File: src/rtl/multicycle_control_pkg.sv
// Purpose: shared encodings for the multi-cycle sequencer (states, opcodes, ALU codes, classes).
// Latency: n/a (types and constants only).
// Backpressure: n/a.
// Ports: none.
package multicycle_control_pkg;

  // Sequencer states.
  typedef enum logic [2:0] {
    S_FETCH  = 3'd0,
    S_DECODE = 3'd1,
    S_EXEC   = 3'd2,
    S_MEM    = 3'd3,
    S_WB     = 3'd4
  } state_e;

  // Opcodes, Instr[31:26].
  localparam logic [5:0] OP_RTYPE = 6'b100000;
  localparam logic [5:0] OP_ADDI  = 6'b110000;
  localparam logic [5:0] OP_ANDI  = 6'b110010;
  localparam logic [5:0] OP_ORI   = 6'b110011;
  localparam logic [5:0] OP_LW    = 6'b001111;
  localparam logic [5:0] OP_SW    = 6'b011111;
  localparam logic [5:0] OP_BEQ   = 6'b000000;
  localparam logic [5:0] OP_BNE   = 6'b000001;
  localparam logic [5:0] OP_B     = 6'b111111;

  // ALU operation codes.
  localparam logic [3:0] ALU_ADD = 4'b0000;
  localparam logic [3:0] ALU_SUB = 4'b0001;
  localparam logic [3:0] ALU_AND = 4'b0010;
  localparam logic [3:0] ALU_OR  = 4'b0011;

  // Instruction classes; each class has its own path through the FSM.
  typedef enum logic [2:0] {
    CLS_ALU = 3'd0,   // R-type and immediate ops: EXEC -> WB
    CLS_LW  = 3'd1,   // EXEC -> MEM -> WB
    CLS_SW  = 3'd2,   // EXEC -> MEM -> FETCH
    CLS_BEQ = 3'd3,   // branches resolve and retire in EXEC
    CLS_BNE = 3'd4,
    CLS_B   = 3'd5
  } iclass_e;

  // Branch resolution from class and the ALU zero flag (valid in S_EXEC).
  function automatic logic branch_taken(input iclass_e cls, input logic zero);
    logic taken;
    taken = 1'b0;
    case (cls)
      CLS_B:   taken = 1'b1;
      CLS_BEQ: taken = zero;
      CLS_BNE: taken = ~zero;
      default: taken = 1'b0;
    endcase
    return taken;
  endfunction

endpackage

File: src/rtl/multicycle_control_decode.sv
// Purpose: combinational opcode/func decode into class, ALU function and operand selects.
// Latency: 0 cycles (pure combinational).
// Backpressure: none.
// Ports: opcode_i/func_i in; iclass_o, alu_func_o, alu_bin_sel_o, rf_b_sel_o, illegal_o out.
module control_decode
  import multicycle_control_pkg::*;
(
  input  logic [5:0] opcode_i,
  input  logic [3:0] func_i,
  output iclass_e    iclass_o,
  output logic [3:0] alu_func_o,
  output logic       alu_bin_sel_o,
  output logic       rf_b_sel_o,
  output logic       illegal_o
);

  always_comb begin
    iclass_o      = CLS_ALU;
    alu_func_o    = ALU_ADD;
    alu_bin_sel_o = 1'b0;
    rf_b_sel_o    = 1'b0;
    illegal_o     = 1'b0;
    case (opcode_i)
      OP_RTYPE: begin
        alu_func_o = func_i;
      end
      OP_ADDI: begin
        alu_func_o    = ALU_ADD;
        alu_bin_sel_o = 1'b1;
      end
      OP_ANDI: begin
        alu_func_o    = ALU_AND;
        alu_bin_sel_o = 1'b1;
      end
      OP_ORI: begin
        alu_func_o    = ALU_OR;
        alu_bin_sel_o = 1'b1;
      end
      OP_LW: begin
        iclass_o      = CLS_LW;
        alu_bin_sel_o = 1'b1;
      end
      OP_SW: begin
        // Store data comes from the rt field, so B reads Instr[20:16].
        iclass_o      = CLS_SW;
        alu_bin_sel_o = 1'b1;
        rf_b_sel_o    = 1'b1;
      end
      OP_BEQ: begin
        iclass_o   = CLS_BEQ;
        alu_func_o = ALU_SUB;
        rf_b_sel_o = 1'b1;
      end
      OP_BNE: begin
        iclass_o   = CLS_BNE;
        alu_func_o = ALU_SUB;
        rf_b_sel_o = 1'b1;
      end
      OP_B: begin
        iclass_o   = CLS_B;
        alu_func_o = ALU_SUB;
      end
      default: begin
        illegal_o = 1'b1;
      end
    endcase
  end

endmodule

File: src/rtl/multicycle_control.sv
// Purpose: multi-cycle FSM sequencer driving every datapath strobe, with a timed-out mem handshake.
// Latency: ALU 4, branch 3, sw 4+w, lw 5+w cycles (w = Mem_Ack wait cycles).
// Backpressure: S_MEM holds until Mem_Ack or MEM_TIMEOUT cycles elapse, then aborts with Mem_Err.
// Ports: Clk, Reset (sync, active-high), Instr, Zero, Mem_Ack in; PC/IR/RF/ALU/memory strobes,
//        Illegal and Mem_Err pulses, and the Retired instruction count out.
module multicycle_control
  import multicycle_control_pkg::*;
#(
  parameter int unsigned MEM_TIMEOUT = 16,   // 1..255
  parameter int unsigned CNT_W       = 32
) (
  input  logic             Clk,
  input  logic             Reset,
  input  logic [31:0]      Instr,
  input  logic             Zero,
  input  logic             Mem_Ack,
  output logic             PC_Sel,
  output logic             PC_LdEn,
  output logic             IR_LdEn,
  output logic             RF_WrEn,
  output logic             RF_WrData_sel,
  output logic             RF_B_sel,
  output logic             ALU_Bin_sel,
  output logic [3:0]       ALU_func,
  output logic             Mem_Req,
  output logic             Mem_WrEn,
  output logic             Illegal,
  output logic             Mem_Err,
  output logic [CNT_W-1:0] Retired
);

  // Last counter value tolerated in S_MEM before the access is abandoned.
  localparam logic [7:0] TMO_LAST = 8'(MEM_TIMEOUT - 1);

  state_e           state_q, state_d;
  logic [7:0]       tmo_q, tmo_d;
  logic [CNT_W-1:0] retired_q, retired_d;
  logic             illegal_q, illegal_d;
  logic             mem_err_q, mem_err_d;
  logic             retire;

  iclass_e    dec_cls;
  logic [3:0] dec_alu_func;
  logic       dec_alu_bin_sel;
  logic       dec_rf_b_sel;
  logic       dec_illegal;

  // Only opcode and the low func nibble select anything; the rest of the IR feeds the datapath.
  logic unused_instr;
  assign unused_instr = ^Instr[25:4];

  control_decode u_decode (
    .opcode_i      (Instr[31:26]),
    .func_i        (Instr[3:0]),
    .iclass_o      (dec_cls),
    .alu_func_o    (dec_alu_func),
    .alu_bin_sel_o (dec_alu_bin_sel),
    .rf_b_sel_o    (dec_rf_b_sel),
    .illegal_o     (dec_illegal)
  );

  // Next-state, counters and pulse sources.
  always_comb begin
    state_d   = state_q;
    tmo_d     = '0;        // cleared everywhere except while still waiting in S_MEM
    retire    = 1'b0;
    illegal_d = 1'b0;
    mem_err_d = 1'b0;
    case (state_q)
      S_FETCH: begin
        state_d = S_DECODE;
      end
      S_DECODE: begin
        if (dec_illegal) begin
          illegal_d = 1'b1;
          state_d   = S_FETCH;
        end else begin
          state_d = S_EXEC;
        end
      end
      S_EXEC: begin
        case (dec_cls)
          CLS_ALU:        state_d = S_WB;
          CLS_LW, CLS_SW: state_d = S_MEM;
          default: begin
            retire  = 1'b1;
            state_d = S_FETCH;
          end
        endcase
      end
      S_MEM: begin
        // Ack is checked first so an ack on the timeout cycle still completes.
        if (Mem_Ack) begin
          if (dec_cls == CLS_LW) begin
            state_d = S_WB;
          end else begin
            retire  = 1'b1;
            state_d = S_FETCH;
          end
        end else if (tmo_q == TMO_LAST) begin
          mem_err_d = 1'b1;
          state_d   = S_FETCH;
        end else begin
          tmo_d = tmo_q + 8'd1;
        end
      end
      S_WB: begin
        retire  = 1'b1;
        state_d = S_FETCH;
      end
      default: begin
        state_d = S_FETCH;
      end
    endcase
    retired_d = retire ? retired_q + CNT_W'(1) : retired_q;
  end

  always_ff @(posedge Clk) begin
    if (Reset) begin
      state_q   <= S_FETCH;
      tmo_q     <= '0;
      retired_q <= '0;
      illegal_q <= 1'b0;
      mem_err_q <= 1'b0;
    end else begin
      state_q   <= state_d;
      tmo_q     <= tmo_d;
      retired_q <= retired_d;
      illegal_q <= illegal_d;
      mem_err_q <= mem_err_d;
    end
  end

  // Strobe decode from state and IR; Zero and Mem_Ack only steer the PC strobes.
  always_comb begin
    PC_Sel        = 1'b0;
    PC_LdEn       = 1'b0;
    IR_LdEn       = 1'b0;
    RF_WrEn       = 1'b0;
    RF_WrData_sel = 1'b0;
    RF_B_sel      = 1'b0;
    ALU_Bin_sel   = 1'b0;
    ALU_func      = ALU_ADD;
    Mem_Req       = 1'b0;
    Mem_WrEn      = 1'b0;
    Illegal       = illegal_q;
    Mem_Err       = mem_err_q;
    case (state_q)
      S_FETCH: begin
        IR_LdEn = 1'b1;
      end
      S_DECODE: begin
        // Undefined opcode skips the instruction: PC advances by 4.
        PC_LdEn = dec_illegal;
      end
      S_EXEC: begin
        RF_B_sel    = dec_rf_b_sel;
        ALU_Bin_sel = dec_alu_bin_sel;
        ALU_func    = dec_alu_func;
        if (dec_cls inside {CLS_BEQ, CLS_BNE, CLS_B}) begin
          PC_LdEn = 1'b1;
          PC_Sel  = branch_taken(dec_cls, Zero);
        end
      end
      S_MEM: begin
        // Address generation stays selected for the whole access.
        RF_B_sel    = dec_rf_b_sel;
        ALU_Bin_sel = dec_alu_bin_sel;
        ALU_func    = dec_alu_func;
        Mem_Req     = 1'b1;
        Mem_WrEn    = (dec_cls == CLS_SW);
        // sw completes here on ack; a timeout also moves on to the next instruction.
        PC_LdEn     = (Mem_Ack && dec_cls == CLS_SW) || (!Mem_Ack && tmo_q == TMO_LAST);
      end
      S_WB: begin
        RF_B_sel      = dec_rf_b_sel;
        ALU_Bin_sel   = dec_alu_bin_sel;
        ALU_func      = dec_alu_func;
        RF_WrEn       = 1'b1;
        RF_WrData_sel = (dec_cls == CLS_LW);
        PC_LdEn       = 1'b1;
      end
      default: begin
        IR_LdEn = 1'b0;
      end
    endcase
    // Reset cancels any in-flight strobe in the same cycle, including Mem_Req.
    if (Reset) begin
      PC_Sel        = 1'b0;
      PC_LdEn       = 1'b0;
      IR_LdEn       = 1'b0;
      RF_WrEn       = 1'b0;
      RF_WrData_sel = 1'b0;
      RF_B_sel      = 1'b0;
      ALU_Bin_sel   = 1'b0;
      ALU_func      = 4'b0000;
      Mem_Req       = 1'b0;
      Mem_WrEn      = 1'b0;
      Illegal       = 1'b0;
      Mem_Err       = 1'b0;
    end
  end

  assign Retired = retired_q;

endmodule

File: config.mk
export PLATFORM = sky130hd
export DESIGN_NAME = multicycle_control
export DESIGN_NICKNAME = d
export VERILOG_FILES = /design/src/rtl/multicycle_control_pkg.sv /design/src/rtl/multicycle_control_decode.sv /design/src/rtl/multicycle_control.sv
export SDC_FILE = /design/constraint.sdc
export NUM_CORES = 1
export LEC_CHECK = 0
export ABC_AREA = 0
export CELL_PAD_IN_SITES_DETAIL_PLACEMENT = 0
export CELL_PAD_IN_SITES_GLOBAL_PLACEMENT = 1
export CORE_UTILIZATION = 31
export DETAILED_ROUTE_END_ITERATION = 8
export PLACE_DENSITY_LB_ADDON = 0.1
export SLEW_MARGIN = 5
export SYNTH_ARGS = -nofsm -noshare
export SYNTH_HDL_FRONTEND = slang
export SYNTH_SLANG_ARGS = --single-unit
File: constraint.sdc
create_clock -name Clk -period 2.1 [get_ports Clk]
set_input_delay 0.21 -clock Clk [delete_from_list [all_inputs] [get_ports Clk]]
set_output_delay 0.21 -clock Clk [all_outputs]
set_load 0.02 [all_outputs]
---- Word-level counts from Yosys, hierarchy flattened ----
Cells that the tools add are included.
cells by class
  $add $sub $neg .......................... 2
  multipliers ............................. 0
  divide/modulo/power cells ............... 0
  magnitude comparators ................... 0
  equal/unequal tests ..................... 19
  shift operators ......................... 0
  multiplexer cells ....................... 41
  bitwise gates (word level) .............. 3
  reductions and logical operators ........ 18
operators with widths
  kind                                           count
  adder 32 x 1 -> 32 bit, second input constant  1
  == test 6 bit, second input constant           5
  2-to-1 mux 1 bit                               28
  case mux 4 bit (4 select lines)                1
  case mux 3 bit (5 select lines)                1
  OR reduction 3 bit                             5
  == test 3 x 2 -> 1 bit, second input constant  4
  case mux 3 bit (4 select lines)                1
  == test 3 bit, second input constant           3
  2-to-1 mux 3 bit                               3
  OR reduction 9 bit                             1
  adder 8 x 1 -> 8 bit, second input constant    1
  == test 8 x 4 -> 1 bit, second input constant  1
  2-to-1 mux 4 bit                               2
  == test 3 x 1 -> 1 bit, second input constant  2
  == test 6 x 1 -> 1 bit, second input constant  1
  == test 6 x 4 -> 1 bit, second input constant  1
  == test 6 x 5 -> 1 bit, second input constant  1
  zero test 3 bit                                2
  zero test 6 bit                                1
  case mux 1 bit (3 select lines)                2
  case mux 3 bit (2 select lines)                1
  OR reduction 5 bit                             1
  case mux 1 bit (4 select lines)                1
  other kinds (9)                                13
word-level totals
  register bits ........................... 45
  bits in latches ......................... 0
  bits in writable memories ............... 0
  bits in read-only memories .............. 0
  input bits .............................. 36
  output and inout port bits .............. 47
  word-level logic and storage cells ...... 88
  memories ................................ 0

---- Logic depth before layout (Yosys ltp) ----
  depth in word-level cells ............... 7
  depth in mapped cells ................... 8
  gate-level depth less buffers ........... 6

---- By module ----
A second synthesis with hierarchy kept.
unflattened totals
  cells, all modules ...................... 310
  area total of the unflattened synthesis .. 2583.7 um^2
by module, submodules not included
  module              times used  cells an instance  area each (um^2)  seq. area each (um^2)
  multicycle_control  1           271                2344.7            900.9
  control_decode      1           39                 239.0             0.0

---- Worst setup path after synthesis ----
Ideal clock, no wire load.
  kind .................................... register to register
  start ................................... register retired_q[18] (netlist: Retired[18])
  end ..................................... register retired_q[28] (netlist: Retired[28])
  library setup time ...................... 0.123 ns
  arrival time ............................ 2.031 ns
  data required time ...................... 1.977 ns
  setup slack ............................. -0.054 ns
  cell stages (with the launch flop) ...... 6
  buffers on the path ..................... 0
  period minus slack after synthesis ...... 2.154 ns
  path through ............................ dfxtp_1 > nand4_1 > nor4_2 > nand4_4 > a2111oi_4 > mux2_1
on the way
  longest elaborated chain between the ends .. 1
ends and longest elaborated chain
  item                      RTL line                   source
  start: declaration        multicycle_control.sv:37   logic [CNT_W-1:0] retired_q, retired_d;
  start signal: assignment  multicycle_control.sv:128  retired_q <= retired_d;
  adder 32 x 1 -> 32 bit    multicycle_control.sv:115  retired_d = retire ? retired_q + CNT_W'(1) : retired_q;
Every way passes these cells.
A chain may end at the register's enable or synchronous reset.

---- Worst setup path in the final report ----
  start ................................... register state_q[2]
  end ..................................... register retired_q[31] (netlist: Retired[31])
on the way
  longest elaborated chain between the ends .. 2
  elaborated cells on any way between the ends .. 4
  classes of those cells .................. eq/ne (3); mux (1)
ends and longest elaborated chain
  item                                                            RTL line                   source
  start: declaration                                              multicycle_control.sv:35   state_e state_q, state_d;
  start signal: assignment                                        multicycle_control.sv:126  state_q <= state_d;
  == test 3 bit / == test 3 x 2 -> 1 bit (equally long branches)  multicycle_control.sv:69   case (state_q)
  case mux 1 bit (3 select lines) (*)                             multicycle_control.sv:69
Every way passes the cells marked *; elsewhere a longest branch is shown, timed or not.

==> reports/qor.yml <==
worst_setup_path:
  r2r_slack_ns: 0.08
  critPathMaxFanout: 24
  path_cells: "nand2b_1 > or2_4 > a211o_1 > buf_12 > a2111oi_4 > mux2_1"
  reg2reg_to: "Retired[31]$_SDFFE_PP0P_"
  worst-setup-path-type: "register to register"
  r2r_start: "state_q[2]$_SDFFE_PP0P_"
  required_ns: 2.29
  cp-start-kind: "register"
  critPathCaptureType: "register"
  slowest_delay_ns: 0.35
  cp_data_arrival_time_ns: 2.21
  slowest_stage: "mux2_1"
  rr_worst_depth: 6
timing:
  min_period_over_period_pct: 96.4
  min_period_ns: 2.02
  max_freq_mhz: 494
  layout_setup_ws_ns: 0.0754
  rsz0062_at_grt: "true"
  hold_viol_final: 0
  setup_viol: 0
  maxSlewViolCount: 0
  tightest_slew_ns: 0.623
  fin_setup_tns_ns: 0
  finClkSkew_ns: 0.0139
  relSlewSlack_pct: 58.5
drt:
  vias_per_cell: 5.00
  wl_met3_um: 350
  drtIter0Drc: 109
  dr_total_vias: 2799
  wl_met1_um: 3890
  top_layer: "met4"
  wl_um: 7710
  ant_nets: 0
  dr.pass1.iters: 4
  drc: 0
  wl_per_cell_um: 13.8
  route.met2.wl_um: 3410
clock_network:
  cts.clk_slew.worst_paths_ns: 0.10
  htreeDepth: 2
  cts_tree: "done"
  cts_made_buffers: 5
  cts_root_buffer: "clkbuf_8"
  cts.sinks: 45
  clock_latency_ns: 0.31
  ctsHoldBuffers: 0
  clockBufferDepth: 2
pwr:
  comb_power_share_pct: 8.5
  clkPwrFrac_pct: 41.1
  power.internal_uw: 1290
  p_leak_uw: 0.00160
  seqPwrFrac_pct: 50.4
  peakVddDrop_v: 0.000242
  switching_share_pct: 24.5
  p_switching_uw: 419
  powerDensity_nw_per_um2: 411
global_routing:
  antenna_found_initial: 0
  grt_pass1_wl_um: 12700
  grt_overflow: 0
  grt_pass1_vias: 2687
  grt_max_degree: 64
  grt.total_usage_pct: 16.3
synthesis:
  synthTopCellsByCount: "58 x nor2_1, 45 x dfxtp_1, 33 x nor2b_1"
  synth-compound-area-share_pct: 14.8
  synth_top_family_by_area: "simple AND/OR/NAND/NOR gates"
  avgSynthCellArea_sq_um: 8.18
  synth_fa_ha_area_share_pct: 0.889
  synthCells: 344
  yosysTopAreaCell: "dfxtp_1"
  synth_fp_nets: 382
  synth-simple-area-share_pct: 34.7
  yosysTopAreaCellShare_pct: 32.0
  synth-xor-area-share_pct: 1.87
  ys_types: 46
  ys_warn_count: 0
  synth_ff_type: "dfxtp_1"
  synth.most_common_cell: "nor2_1"
  synthArstFlopShare_pct: 0
  seq_area_frac_synth_pct: 32.0
  synth-seq-cells: 45
  synth_edf_count: 0
  synth_area_leaders: "dfxtp_1 32%, mux2_2 9.6%, nor2_1 7.7%"
  muxShareOfSynthArea_pct: 12.4
  netlist_area_sq_um: 2810
layout:
  area_delta_synth_final_pct: 47.4
  regArea_sq_um: 908
  nNetsFinal: 489
  num-fill-cells: 882
  multiInputGateArea_sq_um: 1910
  diodes: 0
  drive_gt1_share_pct: 26.1
worst_hold_path:
  hold_depth: 3
  hp-start: "Reset"
  min_path_type: "input port to register"
  holdPathEnd: "state_q[0]$_SDFFE_PP0P_"
floorplan:
  row_count: 34
  die-area_sq_um: 9460
  dieHeight_um: 97.3
  ios: 83
  die_w_um: 97.3
  start_util_pct: 32.1
  core-area_sq_um: 8760
placed_design:
  dp_slack_ns: -0.411
  dpl.hpwl_um: 5470
  place_congestion: 0.760
  io_buffer_count: 60
status:
  status: "finished clean"
run:
  cap_violations: 0
-- cells by family after synthesis --
kind of cell	count (synthesis)
and+or+nand+nor	184
xor gates and xnor gates	6
buffers and inverters	21
AOI/OAI and AO/OA	55
adders and majority gates	2
DFF	45
muxes	31
-- power groups by stage --
stage	combinational (uW)	sequential, uW	clock [uW]
after floorplan	64.8	880	0
after global placement	140	879	0
after detailed placement	141	879	0
after CTS	143	859	730
after global routing	160	860	762
final	145	859	701
-- worst max-delay path by stage --
stage | endpoint | from | slack (ns)
3_3_place_gp | PC_LdEn | Instr[26] | -0.40
6_report | Retired[31]$_SDFFE_PP0P_ | state_q[2]$_SDFFE_PP0P_ | 0.08
2_1_floorplan | Retired[28]$_SDFFE_PP0P_ | Retired[3]$_SDFFE_PP0P_ | 0.003
4_1_cts | Retired[14]$_SDFFE_PP0P_ | state_q[1]$_SDFFE_PP0P_ | 0.006
5_1_grt | Retired[31]$_SDFFE_PP0P_ | state_q[2]$_SDFFE_PP0P_ | 0.002
3_5_place_dp | PC_LdEn | Instr[26] | -0.41
-- flip-flops by register name (all words and copies together), names as in the netlist --
register and cells:
state_q 3, Retired 32, tmo_q 8, mem_err_q 1, illegal_q 1
-- cells in the final DEF (no fill, tap or decap), types with 2 or more instances in the layout --
cell and count:
nand4_4 2, mux2_2 24, and3_1 7, nor3_1 6, a211oi_1 6, and4_1 2, dfxtp_2 6, nand2_1 23
xnor2_1 4, mux2_1 5, nand3_1 21, inv_6 2, nand4_1 10, a21oi_1 22, or3_1 2, nand2b_1 5
clkdlybuf4s15_2 2, and2_1 3, clkbuf_8 5, nor4_1 2, ha_1 2, xor2_1 2, dfxtp_1 39, nor2_1 57
nand3b_1 2, buf_12 2, inv_1 3, buf_4 55, dlygate4sd2_1 13, a21boi_0 2, a2111oi_4 6, clkdlybuf4s50_1 42
nor2b_1 33, a31oi_1 3, o22ai_1 2, o21ai_0 8
-- final cells by class --
class | count | share of cell area, %
clock buffers | 5 | 1.66
repair buffers | 118 | 25.6
inverters | 3 | 0.271
flip-flops and latches | 45 | 21.9
well taps | 108 | 3.26
multi-input cells | 278 | 46.2
clock inverters | 3 | 1.15
-- worst max-delay path, delay by kind of cell (launching register included) --
family,cells,cell delay [ns]
AOI/OAI and AO/OA,2,0.62
and+or+nand+nor,2,0.43
muxes,1,0.35
DFF,1,0.32
buffers and inverters,1,0.18
-- repair_timing --
item                       in CTS  in global routing
setup buffers                   0                  0
hold endpoints to repair        0                  0
gates cloned                    0                  1
resized for setup              27                 14
pin swaps                       0                  2
setup endpoints to repair      17                 17
-- through the flow --
step | util, % | area, sq um | total power [uW] | hold slack, ns | std cells
after CTS | 46.3 | 4060 | 1730 | 0.398 | 559
after floorplan | - | 2830 | 945 | 0.408 | 344
after global placement | 44.8 | 3930 | 1020 | 0.430 | 551
after detailed placement | 44.8 | 3930 | 1020 | 0.441 | 551
after global routing | 47.3 | 4150 | 1780 | 0.409 | 560
final | 47.3 | 4150 | 1710 | 0.400 | 560
-- per-layer routing --
metal	vias to the layer above	track usage (%)
met2	57	26.1
li1	1436	-
met4	0	4.07
met5	-	0
met3	5	2.81
met1	1301	22.8
(Power assumes the default switching activity.)
